==> src/rtl/sdram_ctrl.sv <==
// SDRAM controller sequencing: power-up init, then refresh/write/read bursts
// scheduled from a single state-duration timer.
module sdram_ctrl #(
  parameter int INIT_WAIT  = 20000,
  parameter int REF_PERIOD = 780,
  parameter int TRP_CLK    = 4,
  parameter int TRC_CLK    = 6,
  parameter int TRSC_CLK   = 6,
  parameter int TRCD_CLK   = 2,
  parameter int TCL_CLK    = 3,
  parameter int TWR_CLK    = 2
) (
  input  logic       clk,
  input  logic       rst,
  input  logic       sdram_wr_req,
  input  logic       sdram_rd_req,
  input  logic [9:0] sdram_wr_burst,
  input  logic [9:0] sdram_rd_burst,
  output logic       sdram_wr_ack,
  output logic       sdram_rd_ack,
  output logic       sdram_init_done,
  output logic [2:0] init_state,
  output logic [3:0] work_state,
  output logic [9:0] cnt_clk
);

  localparam logic [2:0] I_NOP  = 3'd0;
  localparam logic [2:0] I_PRE  = 3'd1;
  localparam logic [2:0] I_TRP  = 3'd2;
  localparam logic [2:0] I_AR   = 3'd3;
  localparam logic [2:0] I_TRF  = 3'd4;
  localparam logic [2:0] I_MRS  = 3'd5;
  localparam logic [2:0] I_TRSC = 3'd6;
  localparam logic [2:0] I_DONE = 3'd7;

  localparam logic [3:0] W_IDLE   = 4'd0;
  localparam logic [3:0] W_ACTIVE = 4'd1;
  localparam logic [3:0] W_TRCD   = 4'd2;
  localparam logic [3:0] W_READ   = 4'd3;
  localparam logic [3:0] W_CL     = 4'd4;
  localparam logic [3:0] W_RD     = 4'd5;
  localparam logic [3:0] W_WRITE  = 4'd6;
  localparam logic [3:0] W_WD     = 4'd7;
  localparam logic [3:0] W_TWR    = 4'd8;
  localparam logic [3:0] W_PRE    = 4'd9;
  localparam logic [3:0] W_TRP    = 4'd10;
  localparam logic [3:0] W_AR     = 4'd11;
  localparam logic [3:0] W_TRFC   = 4'd12;

  // Timer value on the last cycle of each timed state.
  localparam logic [31:0] T_INIT = 32'(INIT_WAIT - 1);
  localparam logic [31:0] T_TRP  = 32'(TRP_CLK - 1);
  localparam logic [31:0] T_TRC  = 32'(TRC_CLK - 1);
  localparam logic [31:0] T_TRSC = 32'(TRSC_CLK - 1);
  localparam logic [31:0] T_TRCD = 32'(TRCD_CLK - 1);
  localparam logic [31:0] T_CL   = 32'(TCL_CLK - 2);
  localparam logic [31:0] T_TWR  = 32'(TWR_CLK - 1);
  localparam logic [31:0] T_REF  = 32'(REF_PERIOD - 1);

  logic [2:0]  init_reg, init_next;
  logic [3:0]  work_reg, work_next;
  logic [31:0] timer_reg, timer_next;
  logic [2:0]  ar_cnt_reg, ar_cnt_next;
  logic [31:0] ref_cnt_reg, ref_cnt_next;
  logic        ref_pending_reg, ref_pending_next;
  logic [9:0]  burst_reg, burst_next;
  logic        is_write_reg, is_write_next;
  logic        rd_ack_reg;

  logic init_done;
  logic ref_wrap;
  logic ref_req;
  logic wd_last;
  logic rd_last;

  assign init_done = (init_reg == I_DONE);
  assign ref_wrap  = init_done && (ref_cnt_reg == T_REF);
  // A wrap in the idle decision cycle counts as pending so refresh wins that edge.
  assign ref_req   = ref_pending_reg | ref_wrap;
  assign wd_last   = (timer_reg == ({22'd0, burst_reg} - 32'd2));
  assign rd_last   = (timer_reg == ({22'd0, burst_reg} - 32'd1));

  always_comb begin
    init_next   = init_reg;
    ar_cnt_next = ar_cnt_reg;
    case (init_reg)
      I_NOP:  if (timer_reg == T_INIT) init_next = I_PRE;
      I_PRE:  init_next = I_TRP;
      I_TRP:  if (timer_reg == T_TRP) init_next = I_AR;
      I_AR:   init_next = I_TRF;
      I_TRF: begin
        if (timer_reg == T_TRC) begin
          init_next   = (ar_cnt_reg == 3'd7) ? I_MRS : I_AR;
          ar_cnt_next = ar_cnt_reg + 3'd1;
        end
      end
      I_MRS:  init_next = I_TRSC;
      I_TRSC: if (timer_reg == T_TRSC) init_next = I_DONE;
      default: init_next = I_DONE;
    endcase
  end

  always_comb begin
    work_next     = work_reg;
    burst_next    = burst_reg;
    is_write_next = is_write_reg;
    case (work_reg)
      W_IDLE: begin
        if (init_done) begin
          if (ref_req) begin
            work_next = W_AR;
          end else if (sdram_wr_req) begin
            work_next     = W_ACTIVE;
            is_write_next = 1'b1;
            burst_next    = (sdram_wr_burst == 10'd0) ? 10'd1 : sdram_wr_burst;
          end else if (sdram_rd_req) begin
            work_next     = W_ACTIVE;
            is_write_next = 1'b0;
            burst_next    = (sdram_rd_burst == 10'd0) ? 10'd1 : sdram_rd_burst;
          end
        end
      end
      W_ACTIVE: work_next = W_TRCD;
      W_TRCD:   if (timer_reg == T_TRCD) work_next = is_write_reg ? W_WRITE : W_READ;
      W_WRITE:  work_next = (burst_reg <= 10'd1) ? W_TWR : W_WD;
      W_WD:     if (wd_last) work_next = W_TWR;
      W_TWR:    if (timer_reg == T_TWR) work_next = W_PRE;
      W_READ:   work_next = (TCL_CLK > 1) ? W_CL : W_RD;
      W_CL:     if (timer_reg == T_CL) work_next = W_RD;
      W_RD:     if (rd_last) work_next = W_PRE;
      W_PRE:    work_next = W_TRP;
      W_TRP:    if (timer_reg == T_TRP) work_next = W_IDLE;
      W_AR:     work_next = W_TRFC;
      W_TRFC:   if (timer_reg == T_TRC) work_next = W_IDLE;
      default:  work_next = W_IDLE;
    endcase
  end

  always_comb begin
    if ((init_next != init_reg) || (work_next != work_reg)) begin
      timer_next = 32'd0;
    end else if (timer_reg == 32'hFFFF_FFFF) begin
      timer_next = timer_reg;
    end else begin
      timer_next = timer_reg + 32'd1;
    end

    if (!init_done) begin
      ref_cnt_next = 32'd0;
    end else if (ref_wrap) begin
      ref_cnt_next = 32'd0;
    end else begin
      ref_cnt_next = ref_cnt_reg + 32'd1;
    end

    if ((work_reg == W_IDLE) && (work_next == W_AR)) begin
      ref_pending_next = 1'b0;
    end else if (ref_wrap) begin
      ref_pending_next = 1'b1;
    end else begin
      ref_pending_next = ref_pending_reg;
    end
  end

  always_ff @(posedge clk) begin
    if (rst) begin
      init_reg        <= I_NOP;
      work_reg        <= W_IDLE;
      timer_reg       <= 32'd0;
      ar_cnt_reg      <= 3'd0;
      ref_cnt_reg     <= 32'd0;
      ref_pending_reg <= 1'b0;
      burst_reg       <= 10'd0;
      is_write_reg    <= 1'b0;
      rd_ack_reg      <= 1'b0;
    end else begin
      init_reg        <= init_next;
      work_reg        <= work_next;
      timer_reg       <= timer_next;
      ar_cnt_reg      <= ar_cnt_next;
      ref_cnt_reg     <= ref_cnt_next;
      ref_pending_reg <= ref_pending_next;
      burst_reg       <= burst_next;
      is_write_reg    <= is_write_next;
      rd_ack_reg      <= (work_reg == W_RD);
    end
  end

  assign sdram_wr_ack    = (work_reg == W_WRITE) || (work_reg == W_WD);
  assign sdram_rd_ack    = rd_ack_reg;
  assign sdram_init_done = init_done;
  assign init_state      = init_reg;
  assign work_state      = work_reg;
  assign cnt_clk         = (|timer_reg[31:10]) ? 10'h3FF : timer_reg[9:0];

endmodule

==> config.mk <==
export PLATFORM = sky130hd
export DESIGN_NAME = sdram_ctrl
export DESIGN_NICKNAME = d
export VERILOG_FILES = /design/src/rtl/sdram_ctrl.sv
export SDC_FILE = /design/constraint.sdc
export NUM_CORES = 1
export LEC_CHECK = 0
export ABC_AREA = 1
export BUFFER_PORTS_ARGS = -buffer_cell sky130_fd_sc_hd__clkbuf_2
export CELL_PAD_IN_SITES_DETAIL_PLACEMENT = 0
export CELL_PAD_IN_SITES_GLOBAL_PLACEMENT = 1
export CORE_MARGIN = 10
export CORE_UTILIZATION = 46
export DETAILED_ROUTE_END_ITERATION = 8
export HOLD_SLACK_MARGIN = 0.06
export PLACE_DENSITY = 0.83
export SLEW_MARGIN = 20
export SYNTH_ARGS = -nofsm -noshare
export SYNTH_HDL_FRONTEND = slang
export SYNTH_SLANG_ARGS = --single-unit
==> constraint.sdc <==
create_clock -name clk -period 3.1 [get_ports clk]
set_input_delay 0.155 -clock clk [delete_from_list [all_inputs] [get_ports clk]]
set_output_delay 0.155 -clock clk [all_outputs]
set_load 0.03 [all_outputs]
---- Word level (Yosys, flattened, before mapping) ----
Index checks and enable logic that the tools add are counted.
cells by class
  $add $sub $neg .......................... 5
  equality and inequality tests ........... 31
  order comparisons ....................... 1
  reductions and logical operators ........ 15
  muxes and demuxes ....................... 27
  bitwise operators ....................... 3
operators with widths
  cell                   count
  $add 32x1->32 const B  2
  $eq 32x32->1           2
  $pmux 4 s13            1
  $mux 10                5
  $mux 4                 12
  $eq 32x1->1 const B    1
  $eq 32x10->1 const B   1
  $eq 32x15->1 const B   1
  $eq 32x2->1 const B    1
  $eq 32x3->1 const B    1
  $eq 32x32->1 const B   1
  $eq 4x4->1 const B     6
  $reduce_or 22->1       1
  $pmux 3 s7             1
  $logic_not 10->1       2
  $mux 3                 6
  $eq 4x3->1 const B     4
  $eq 3x3->1 const B     5
  $sub 10x1->11 const B  1
  $sub 10x2->11 const B  1
  $le 10x1->1 const B    1
  $eq 4x2->1 const B     2
  $eq 3x2->1 const B     2
  $eq 4x1->1 const B     1
  16 further kinds       21
storage, ports and cells
  flip-flop bits (word level) ............. 87
  bits of input ports ..................... 24
  word-level logic and storage cells ...... 91
  output and inout bits ................... 20

---- Logic depth before layout (Yosys ltp) ----
Gate-level depths: netlist of the first run.
  depth after elaboration ................. 9
  depth in mapped cells ................... 20
  gate-level depth less buffers ........... 19

---- Least setup slack after synthesis of the first run ----
No wires, ideal clock.
  path type ............................... register to register
  from .................................... register init_reg[2], in the netlist init_state[2]
  to ...................................... register timer_reg[26]
  cell stages (with the launch flop) ...... 15
  setup time .............................. 119 ps
  path buffers ............................ 1
  slack ................................... 571 ps
  required time ........................... 2981 ps
  period minus slack after synthesis ...... 2529 ps
  arrival time ............................ 2411 ps
  path through ............................ dfxtp_1 -> inv_1 -> nor2_1 -> o21ai_0 -> nand2_1 -> nand2_1 -> nand2_1 -> nand2_1 -> nor2_1 -> nand2_1 -> nand3_1 -> nor2_2 -> nand2_4 -> buf_6 -> nor2_2
on the way
  word-level cells in the longest chain between the ends .. 9
  elaborated cells on any way between the ends .. 22
  classes of those cells .................. eq/ne (9); mux (8); bitwise (1); reduce/logical (4)
ends and longest elaborated chain
  what                           RTL line  source
  from (decl)                    60        logic [2:0] init_reg, init_next;
  from (signal assigned)         177       init_reg <= init_next;
  $eq 3x3->1 (*)                 76        assign init_done = (init_reg == I_DONE);
  net sdram_init_done            21        output logic sdram_init_done,
  $logic_and 1x1->1              77        assign ref_wrap = init_done && (ref_cnt_reg == T_REF);
  $or 1x1->1                     79        assign ref_req = ref_pending_reg | ref_wrap;
  $mux 4                         110       if (ref_req) begin
  $mux 4 (*)                     109       if (init_done) begin
  $pmux 4 s13 (*)                107       case (work_reg)
  $ne 4x4->1 (*)                 140       if ((init_next != init_reg) || (work_next != work_reg)) begin
  $logic_or 1x1->1 (*)           140
  $reduce_or 2->1 (no line) (*)  --
  to (signal assigned)           179       timer_reg <= timer_next;
  to (decl)                      62        logic [31:0] timer_reg, timer_next;
The timed path passes the listed nets; every way through them passes the cells marked *.
A chain may end at the register's enable or synchronous reset.

---- Worst setup path in the final report of the first run ----
  from .................................... register burst_reg[1]
  to ...................................... register timer_reg[24]
on the way
  word-level cells in the longest chain between the ends .. 7
  elaborated cells on any way between the ends .. 12
  classes of those cells .................. add/sub (2); order compare (1); eq/ne (3); mux (4); reduce/logical (2)
ends and longest elaborated chain
  what                                            RTL line  source
  from (decl)                                     66        logic [9:0] burst_reg, burst_next;
  from (signal assigned)                          183       burst_reg <= burst_next;
  $sub 10x1->11 or $sub 10x2->11 (tied branches)  81, 80
  $eq 32x32->1 (on tied branches)                 81, 80
  $mux 4 (on tied branches)                       130, 126
  $pmux 4 s13 (*)                                 107
  $ne 4x4->1 (*)                                  140
  $logic_or 1x1->1 (*)                            140
  $reduce_or 2->1 (no line) (*)                   --
Mark *: on every way between the ends. The rest lies on a longest branch, timed or not.

==> results.md, run 1 <==
* Reg2Reg Capture Point: timer_reg[24]
* fin. max-slew vios: 0
* iteration-0 DRC count of the detailed router: 438
* yosys warns: 0
* number of vias per cell: 4.99
* fin cells: 1136
* HP Class: in2reg
* drt first pass iters: 6
* synthesized area: 5730 um2
* count of boundary I/O pins: 44
* clock-pin slew of the registers on the worst-case setup and hold paths: 0.06 ns
* wire length of the first global-routing pass: 25.3 mm
* flops & latches, synth: 87
* total routing resource utilization after global routing: 17.2%
* unrepaired setup endpoints after global routing: false
* Reg-to-Reg Start: burst_reg[1]
* number of clock sinks: 87
* number of cell rows: 40
* Final period util: 89.8%
* total inserted antenna cells: 0
* transition time of the tightest slew-check pin: 0.450 ns
* static leakage: 2.83 nW
* number of antenna violations at the first check in global routing: 0
* starting density of the core: 47.3%
* FF/Latch Area: 1740 um2
* type of the worst setup path: reg2reg
* largest fanout on the critical path: 15
* Post-CTS Setup Inserts: 0
* utilization of the core after routing: 53.3%
* Overall Power: 2.61 mW
* origin of the worst setup path: burst_reg[1]
* Fill cells: 1275
* worst slew margin relative to its limit: 69.8%
* sequential area share after synthesis: 30.4%
* most common cell in the synthesized netlist: nand2_1
* cells on worst reg2reg path: 18
* Final GP Congestion: 0.863
* vertical die dimension: 132 um
* Final Net Count: 995
* clock tree buffer depth: 2
* worst path required time: 3.39 ns
* Fin Hold WS: 0.0732 ns
* post-cts sizing count: 0
* DRC Markers: 0
* number of global-route vias before repair: 5305
* final-report setup violation count: 0
* area growth from synthesis to layout: 12.6%
* number of enable-type register cells in the synthesized netlist: 0
* most numerous cell types in the synthesized netlist: 236 x nand2_1, 144 x nor2_1, 118 x inv_1
* clock tree from TritonCTS: yes
* detailed placement HPWL: 11.9 mm
* worst setup slack after placement: 0.362 ns
* cell area after layout: 6450 um2
* Die Wd: 132 um
* wire length per cell: 13.2 um
* status: finished clean
* setup slack on the worst flop-to-flop path: 0.32 ns
* share of flip-flops with an asynchronous set or reset: 0%
* portion of synthesized cell area occupied by the leading cell type: 30.4%
* total placed cells including tap cells: 1115
* net count after synthesis: 948
* VDD IR max: 0.000293 V
* number of H-tree levels: 3
* Max Fclk: 0.359 GHz
* Setup Skew: 0.00734 ns
* Worst Setup Slack, final: 0.316 ns
* CP endpoint: timer_reg[24]
* Clk Tree Root Cell: clkbuf_16
* Max-cap violations: 0
* overflow left after global routing: 0
* library cell occupying the most area in the post-synthesis netlist: dfxtp_1
* fraction of layout instances using a drive strength above 1: 12.9%
* power density of the placed cells: 405 nW/um2
* minimum clock period: 2.78 ns
* total core area: 12100 um2
* IO buf count: 43
* remaining number of nets flagged by the antenna check after routing: 0
* area occupied by multi-input gates: 3420 um2
* insertion delay to the later sink of the worst-skew pair: 0.35 ns
* endpoint arrival time on the critical path: 3.08 ns
* CP Launch Type: flop
* Final Routed Wirelength: 15.0 mm
* area of the die: 17300 um2
* Critical Path Sink Type: flop
* pin count of the biggest net entering global routing: 33
* final hold violation count: 0
* most area-consuming cells after synthesis: dfxtp_1 30%, nand2_1 15%, nor2_1 9.4%
* total vias in the final route: 5667
* CTS Buf Count: 9
* most used flip-flop cell after synthesis: dfxtp_1
* standard cell area after detailed placement: 6100 um2
* post-synthesis instance total: 916
* total negative slack: 0 ns
* per-instance average area after synthesis: 6.26 um2
* Unique masters post-synth: 39
[routing by layer]
layer	up-vias	GRT usage (%)	routed length, um
met5	-	0	0
met4	0	4.70	157
met3	11	3.43	557
met2	95	28.6	7040
met1	2561	22.1	7200
li1	3000	-	-
[layout make-up]
| cell class | instances | share of cell area, % |
|---|---|---|
| tap | 168 | 3.26 |
| clock inverter | 7 | 1.22 |
| inverter | 122 | 7.10 |
| clock buffer | 9 | 3.49 |
| multi-input combinational | 690 | 53.1 |
| sequential | 87 | 27.0 |
| timing repair buffer | 53 | 4.89 |
[how the worst min path moves through the flow]
stage | endpoint | depth (start not counted) | start
global route | burst_reg[3] | 3 | sdram_rd_burst[3]
global placement | burst_reg[5] | 3 | sdram_rd_burst[5]
CTS | burst_reg[9] | 3 | sdram_wr_burst[9]
detailed placement | burst_reg[5] | 3 | sdram_rd_burst[5]
floorplan | burst_reg[1] | 1 | rst
finish | burst_reg[9] | 3 | sdram_wr_burst[9]
[critical path, stage by stage (launching register included)]
cell	delay, ns
dfxtp_1	0.36
inv_1	0.12
ha_1	0.30
nand2_1	0.20
inv_1	0.11
nand3_1	0.08
nand2_1	0.05
nor2_1	0.10
nand2_1	0.08
nor2_1	0.19
nand3_1	0.10
nand2_1	0.08
nand2_1	0.06
o21ai_0	0.16
nand2_1	0.08
nor2_2	0.13
nand2_4	0.19
buf_4	0.22
nor2_2	0.08
[timing repair]
item,CTS,global route
endpoints found under the setup margin,0,0
endpoints found under the hold margin,5,0
hold buffers,5,0
[report_power, final]
part	internal [mW]	total (mW)	switching [mW]
Combinational	0.107	0.326	0.219
Sequential	1.13	1.16	0.0271
Clock	0.633	1.13	0.493
Total	1.87	2.61	0.739
[placed cells by master (no fill, tap or decap), types with 2 or more instances in the layout]
| cell | Yosys | layout |
|---|---|---|
| a211oi_1 | 2 | 2 |
| a21oi_1 | 24 | 24 |
| a31oi_1 | 13 | 13 |
| buf_4 | 0 | 4 |
| clkbuf_16 | 0 | 9 |
| clkbuf_2 | 1 | 43 |
| clkinv_1 | 3 | 3 |
| clkinvlp_4 | 0 | 2 |
| dfxtp_1 | 87 | 87 |
| dlygate4sd3_1 | 0 | 5 |
| ha_1 | 8 | 8 |
| inv_1 | 118 | 118 |
| nand2_1 | 236 | 236 |
| nand2_2 | 8 | 8 |
| nand3_1 | 53 | 53 |
| nand3_2 | 2 | 2 |
| nand3b_1 | 3 | 3 |
| nand4_1 | 22 | 22 |
| nor2_1 | 144 | 144 |
| nor2_2 | 40 | 40 |
| nor2_4 | 3 | 3 |
| nor3_1 | 33 | 33 |
| nor3b_1 | 8 | 8 |
| nor4_1 | 10 | 10 |
| o21ai_0 | 21 | 21 |
| o21bai_1 | 2 | 2 |
| or2_2 | 4 | 4 |
| xnor2_1 | 11 | 11 |
| xor2_1 | 33 | 33 |
[logic make-up (layout without fill, tap and decap cells)]
group | after synthesis | count (layout) | synth area share, %
compound gates | 68 | 68 | 6.70
xor+xnor | 44 | 44 | 6.72
fa+ha+maj | 8 | 8 | 1.75
buf+inv | 139 | 191 | 9.89
flops | 87 | 87 | 30.4
simple gates | 570 | 570 | 44.6
No activity file was read; power rests on OpenSTA's default activity.
==> inputs of run 2 (changes only) <==
ABC_AREA = unset   (was 1)
CORE_UTILIZATION = 48   (was 46)
HOLD_SLACK_MARGIN = 0.08   (was 0.06)
PLACE_DENSITY = 0.82   (was 0.83)
==> run 2 against run 1 <==
Clock power is 36% lower. Via count shrank 21%. Non-clock buffer count up 2. Count of clock-buffer cells in the layout grew 3. Utilization rose by 0.54 points. First-iteration DRC count is 16% lower. Die area shrank 14%. Sequential share of layout area is 4.6 points higher. Synthesized cell count down 31%.
==> results.md, run 2 <==
* total negative slack: 0 ns, unchanged
* Critical Path Sink Type: flop
* Overall Power: 1.93 mW, -26%
* type of the worst setup path: reg2reg
* count of cells along the worst hold path: 5, +2
* Max-cap violations: 0, unchanged
* number of H-tree levels: 3, unchanged
* CP Launch Type: flop
* Unique masters post-synth: 56, +44%
* Final Routed Wirelength: 12.0 mm, -20%
* most area-consuming cells after synthesis: dfxtp_1 35%, nor2_1 8.3%, xor2_1 6.7%
* overflow left after global routing: 0, unchanged
* fin. max-slew vios: 0, unchanged
* Setup Skew: 0.0122 ns, +0.00482 ns
* detailed placement HPWL: 8.94 mm, -25%
* Final Net Count: 696, -30%
* per-instance average area after synthesis: 7.91 um2, +26%
* share of flip-flops with an asynchronous set or reset: 0%, unchanged
* most used flip-flop cell after synthesis: dfxtp_1
* transition time of the tightest slew-check pin: 0.622 ns, +0.172 ns
* final hold violation count: 0, unchanged
* clock tree from TritonCTS: yes
* CTS Buf Count: 9, unchanged
* HP Class: in2reg
* most numerous cell types in the synthesized netlist: 110 x nor2_1, 87 x dfxtp_1, 43 x nand2_1
* share of total power in combinational logic: 4.4%, -8.1 points
* portion of synthesized cell area occupied by the leading cell type: 34.9%, +4.6 points
* Die Wd: 122 um, -7.4%
* largest fanout on the critical path: 32, +17
* most common library cell in the layout ignoring fill and taps: nor2_1
* sequential area share after synthesis: 34.9%, +4.6 points
* synthesized area: 4980 um2, -13%
* minimum clock period: 2.84 ns, +0.0559 ns
* number of global-route vias before repair: 4231, -20%
* hold_sp: sdram_rd_burst[6]
* clock tree buffer depth: 2, unchanged
* clock-pin slew of the registers on the worst-case setup and hold paths: 0.08 ns, +0.02 ns
* Fin Hold WS: 0.175 ns, +0.102 ns
* unrepaired setup endpoints after global routing: false
* library cell occupying the most area in the post-synthesis netlist: dfxtp_1
* status: finished clean
* remaining number of nets flagged by the antenna check after routing: 0, unchanged
* number of vias per cell: 5.60, +12%
* Final GP Congestion: 0.866, +0.35%
* worst path required time: 3.37 ns, -0.02 ns
* commonest cells after routing, fill and taps aside: 110 x nor2_1, 87 x dfxtp_1, 43 x nand2_1, 43 x clkbuf_2, 38 x xor2_1
* yosys warns: 0, unchanged
* Max Fclk: 0.352 GHz, -2.0%
* insertion delay to the later sink of the worst-skew pair: 0.36 ns, about the same
* slowest cell on the critical path: o311ai_2
* setup slack on the worst flop-to-flop path: 0.26 ns, -0.06 ns
* iteration-0 DRC count of the detailed router: 369, -16%
* Most Used Layer, Global Route: met2
* Reg2Reg Capture Point: timer_reg[1]
* Switching Fraction: 24.3%, -4.0 points
* post-synthesis instance total: 630, -31%
* number of clock sinks: 87, unchanged
* Clk Tree Root Cell: clkbuf_8
* Final period util: 91.6%, +1.8 points
* VDD IR max: 0.000176 V, -40%
* total core area: 10200 um2, -16%
* Global Route met1 Usage: 22.4%, +0.31 points
* starting density of the core: 48.7%, +1.4 points
* met3 track demand over resource in global routing: 3.93%, +0.50 points
* total routing resource utilization after global routing: 16.5%, -0.70 points
* met2 capacity usage during global routing: 25.2%, -3.3 points
* vertical die dimension: 122 um, -7.4%
* total inserted antenna cells: 0, unchanged
* internal power: 1.46 mW, -22%
* count of boundary I/O pins: 44, unchanged
* Worst Hold Endpoint: burst_reg[6]
* number of enable-type register cells in the synthesized netlist: 0, unchanged
* Critical Path, Cell by Cell: nor4_1, nand4_1, buf_4, o311ai_2, o2111ai_1, o31ai_1, o21ai_2, buf_12, a211oi_1
* drt first pass iters: 5, -1
* Reg-to-Reg Start: timer_reg[29]
* cells on worst reg2reg path: 9, -9
* endpoint arrival time on the critical path: 3.11 ns, +0.03 ns
* number of cell rows: 37, -7.5%
* total vias in the final route: 4499, -21%
* flops & latches, synth: 87, unchanged
* IO buf count: 43, unchanged
* most common cell in the synthesized netlist: nor2_1
* fraction of layout instances using a drive strength above 1: 12.4%, -0.49 points
* worst path bufs/invs: 2, -1
* delay of the slowest critical-path stage: 0.40 ns, +0.04 ns
* family with the most delay on the worst path: compound AO/OA/AOI/OAI gates
* area growth from synthesis to layout: 10.5%
* wire length per cell: 14.9 um, +13%
* power density of the placed cells: 351 nW/um2, -13%
* Sw Pwr: 0.470 mW, -36%
* static leakage: 2.06 nW, -27%
* net count after synthesis: 662, -30%
* pin count of the biggest net entering global routing: 33, unchanged
* number of antenna violations at the first check in global routing: 0, unchanged
* proportion of power drawn by the clock network: 37.2%, -5.9 points
* worst slew margin relative to its limit: 58.2%, -12 points
* final-report setup violation count: 0, unchanged
* register share of total power: 58.4%, +14 points
* area of the die: 14900 um2, -14%
* wire length of the first global-routing pass: 20.3 mm, -20%
* DRC Markers: 0, unchanged
run 2: cell types whose count changed after synthesis, sizes merged, moves of 11 or more:
cell    before  now
xnor2       11   33
o21ai       22   11
nand3       55   36
inv        119   15
nand2      245   43
nor4        10   21
clkbuf       7   27
and3         1   12
nor2       187  110
mux2i        0   12
or3          0   17
nor2b        0   11
run 2: per-layer routing:
metal	part of all wire (%)	vias to the layer above
met1	49	2078
met3	4.7	15
met4	1.7	0
li1	-	2308
met2	44	98
met5	0	-
run 2: worst min-delay path: cells and delay by family:
kind | cells | cell delay (ns)
and+or+nand+nor | 2 | 0.15
AOI/OAI and AO/OA | 1 | 0.04
buffers and inverters | 1 | 0.09
muxes | 1 | 0.06
run 2: power groups by stage:
stage	combinational [mW]	clock, mW	sequential (mW)
finish	0.0851	0.719	1.13
CTS	0.0855	0.742	1.13
floorplan	0.0548	0	1.15
global route	0.0957	0.783	1.13
detailed placement	0.0852	0	1.15
global placement	0.0839	0	1.15
run 2: final cells by class:
class | count | area, um2
fillers | 1001 | 4720
multi-input cells | 496 | 3060
flip-flops and latches | 87 | 1740
repair buffers | 55 | 318
well taps | 136 | 170
clock buffers | 12 | 145
inverters | 15 | 56.3
clock inverters | 3 | 20.0
run 2: cell families after synthesis:
kind of cell	synth area share, %
simple gates	33.9
flops	34.9
compound gates	10.3
xor+xnor	12.5
buf+inv	3.92
mux	2.41
fa+ha+maj	2.01
run 2: metrics by stage:
stage | instances | cell area [um2] | util, % | setup slack (ns)
after global placement | 787 | 5320 | 52.0 | 0.224
after global routing | 804 | 5510 | 53.8 | 0.0119
final | 804 | 5510 | 53.8 | 0.260
after CTS | 802 | 5480 | 53.6 | 0.228
after floorplan | 630 | 4980 | - | 0.410
after detailed placement | 787 | 5320 | 52.0 | 0.267
run 2: timing repair:
item                                    4_1_cts  5_1_grt
endpoints found under the setup margin        0        1
hold endpoints to repair                      0        0
hold buffers                                  0        0
setup buffers                                 0        2
resized for setup                             0        1
run 2: how the worst max path moves through the flow:
stage,startpoint,end,slack (ns),cells after the start
floorplan,init_state[2],timer_reg[20],0.41,9
global placement,timer_reg[29],timer_reg[1],0.22,9
detailed placement,timer_reg[5],timer_reg[1],0.27,8
CTS,timer_reg[6],timer_reg[1],0.23,8
global route,timer_reg[29],timer_reg[1],0.01,9
finish,timer_reg[29],timer_reg[1],0.26,9
==> inputs of run 3 (changes only) <==
CORE_UTILIZATION = 30   (was 48)
PLACE_DENSITY = 0.54   (was 0.82)
==> run 3 against run 2 <==
Non-clock buffer count increased by 1. Combinational power increased by 2.4%. Utilization decreased by 19 points. Clock skew decreased by 0.0032 ns. Cell count increased by 11%. Via count decreased by 0.82%. Critical path type unchanged. Clock power increased by 43%. Hold slack improved by 0.021 ns. Critical path depth decreased by 1.
==> results.md, run 3 (synthesis results as in run 2) <==
* VDD IR max: 0.000242 V, +38%
* detailed placement HPWL: 10.3 mm, +15%
* Setup Skew: 0.00891 ns, -0.00325 ns
* clock tree buffer depth: 2, unchanged
* Critical Path Sink Type: flop
* family with the most delay on the worst path: compound AO/OA/AOI/OAI gates
* worst slew margin relative to its limit: 43.8%, -14 points
* standard cell area after detailed placement: 5450 um2, +2.4%
* fraction of layout instances using a drive strength above 1: 12.8%, +0.41 points
* area growth from synthesis to layout: 15.0%
* number of antenna violations at the first check in global routing: 0, unchanged
* clock tree from TritonCTS: yes
* largest fanout on the critical path: 32, unchanged
* Critical Path, Cell by Cell: nor4_2, nand4_1, or3_1, o311a_1, a2111oi_4, o21ai_2, buf_12, a211oi_1
* total negative slack: 0 ns, unchanged
* wire length of the first global-routing pass: 22.5 mm, +11%
* Final Routed Wirelength: 13.5 mm, +12%
* worst path bufs/invs: 1, -1
* endpoint arrival time on the critical path: 3.10 ns, about the same
* cell area after layout: 5730 um2, +4.1%
* type of the worst setup path: reg2reg
* vertical die dimension: 149 um, +22%
* number of clock sinks: 87, unchanged
* Max Fclk: 0.352 GHz, -0.10%
* cells on worst reg2reg path: 8, -1
* Final Net Count: 697, +0.14%
* Max-cap violations: 0, unchanged
* Worst Setup Slack, final: 0.257 ns, -0.00285 ns
* clock-pin slew of the registers on the worst-case setup and hold paths: 0.06 ns, -0.02 ns
* hold_sp: sdram_rd_burst[6]
* origin of the worst setup path: timer_reg[5]
* DRC Markers: 0, unchanged
* CTS Buf Count: 9, unchanged
* remaining number of nets flagged by the antenna check after routing: 0, unchanged
* starting density of the core: 30.4%, -18 points
* pin count of the biggest net entering global routing: 33, unchanged
* drt first pass iters: 4, -1
* count of boundary I/O pins: 44, unchanged
* static leakage: 2.12 nW, +2.8%
* power density of the placed cells: 393 nW/um2, +12%
* unrepaired setup endpoints after global routing: false
* Overall Power: 2.25 mW, +17%
* IO buf count: 43, unchanged
* Final GP Congestion: 0.783, -9.6%
* fin. max-slew vios: 0, unchanged
* worst path required time: 3.36 ns, about the same
* final-report setup violation count: 0, unchanged
* Post-CTS Setup Inserts: 0, unchanged
* wire length per cell: 15.1 um, +1.5%
* Reg-to-Reg Start: timer_reg[5]
* Final period util: 91.7%, +0.092 points
* overflow left after global routing: 0, unchanged
* slowest cell on the critical path: dfxtp_1
* total core area: 16400 um2, +60%
* count of cells along the worst hold path: 5, unchanged
* cell depth of the worst setup path: 8, -1
* worst setup slack after placement: 0.191 ns, -0.0765 ns
* number of cell rows: 47, +27%
* commonest cells after routing, fill and taps aside: 110 x nor2_1, 87 x dfxtp_1, 43 x nand2_1, 43 x clkbuf_2, 38 x xor2_1
* HP Class: in2reg
* total inserted antenna cells: 0, unchanged
* total routing resource utilization after global routing: 12.4%, -4.1 points
* area of the die: 22200 um2, +49%
* final hold violation count: 0, unchanged
* delay of the slowest critical-path stage: 0.42 ns, +0.02 ns
* number of vias per cell: 5.01, -10%
* iteration-0 DRC count of the detailed router: 174, -53%
* CP Launch Type: flop
* insertion delay to the later sink of the worst-skew pair: 0.35 ns, about the same
* Die Wd: 149 um, +22%
* Fin Hold WS: 0.196 ns, +0.0208 ns
* Clk Tree Root Cell: clkbuf_16
* minimum clock period: 2.84 ns, +0.00285 ns
* number of global-route vias before repair: 4363, +3.1%
* number of H-tree levels: 3, unchanged
* most common library cell in the layout ignoring fill and taps: nor2_1
* transition time of the tightest slew-check pin: 0.839 ns, +0.218 ns
* status: finished clean
* total vias in the final route: 4462, -0.82%
[run 3: final cells by class]
| cell class | count | area, um2 |
|---|---|---|
| Clock buffer | 10 | 229 |
| Timing Repair Buffer | 56 | 325 |
| Multi-Input combinational cell | 496 | 3050 |
| Inverter | 15 | 56.3 |
| Clock inverter | 6 | 50.0 |
| Sequential cell | 87 | 1740 |
| Tap cell | 220 | 275 |
| Fill cell | 1737 | 10700 |
[run 3: repair_timing]
item	CTS	global route
hold buffers	0	0
gates resized for setup	0	1
setup endpoints to repair	0	4
[run 3: final timing paths]
| check | end | slack (ns) |
|---|---|---|
| max | timer_reg[1] | 0.26 |
| min | burst_reg[6] | 0.20 |
| max reg2reg | timer_reg[1] | 0.26 |
| min reg2reg | ref_cnt_reg[0] | 0.46 |
[run 3: metrics by stage]
stage | cells | util [%]
2_1_floorplan | 630 | -
3_3_place_gp | 874 | 33.2
3_5_place_dp | 874 | 33.2
4_1_cts | 890 | 34.9
5_1_grt | 890 | 34.9
6_report | 890 | 34.9
[run 3: worst reg2reg max path, delay by kind of cell, from the launching register on]
kind / cells / cell delay, ns
AND/OR/NAND/NOR: 3 / 1.02
flip-flops: 1 / 0.42
AO/OA/AOI/OAI: 4 / 1.13
buffers and inverters: 1 / 0.19
[run 3: metal layers]
| metal | GRT usage [%] | vias up | part of all wire [%] |
|---|---|---|---|
| li1 | - | 2303 | - |
| met1 | 16.8 | 2055 | 50 |
| met2 | 18.5 | 89 | 43 |
| met3 | 3.31 | 15 | 4.7 |
| met4 | 4.07 | 0 | 1.7 |
| met5 | 0 | - | 0 |
[run 3: where the power goes]
group / internal (mW) / switching (mW)
clock network: 0.555 / 0.480
logic: 0.0338 / 0.0533
registers: 1.12 / 0.00921
total: 1.71 / 0.542
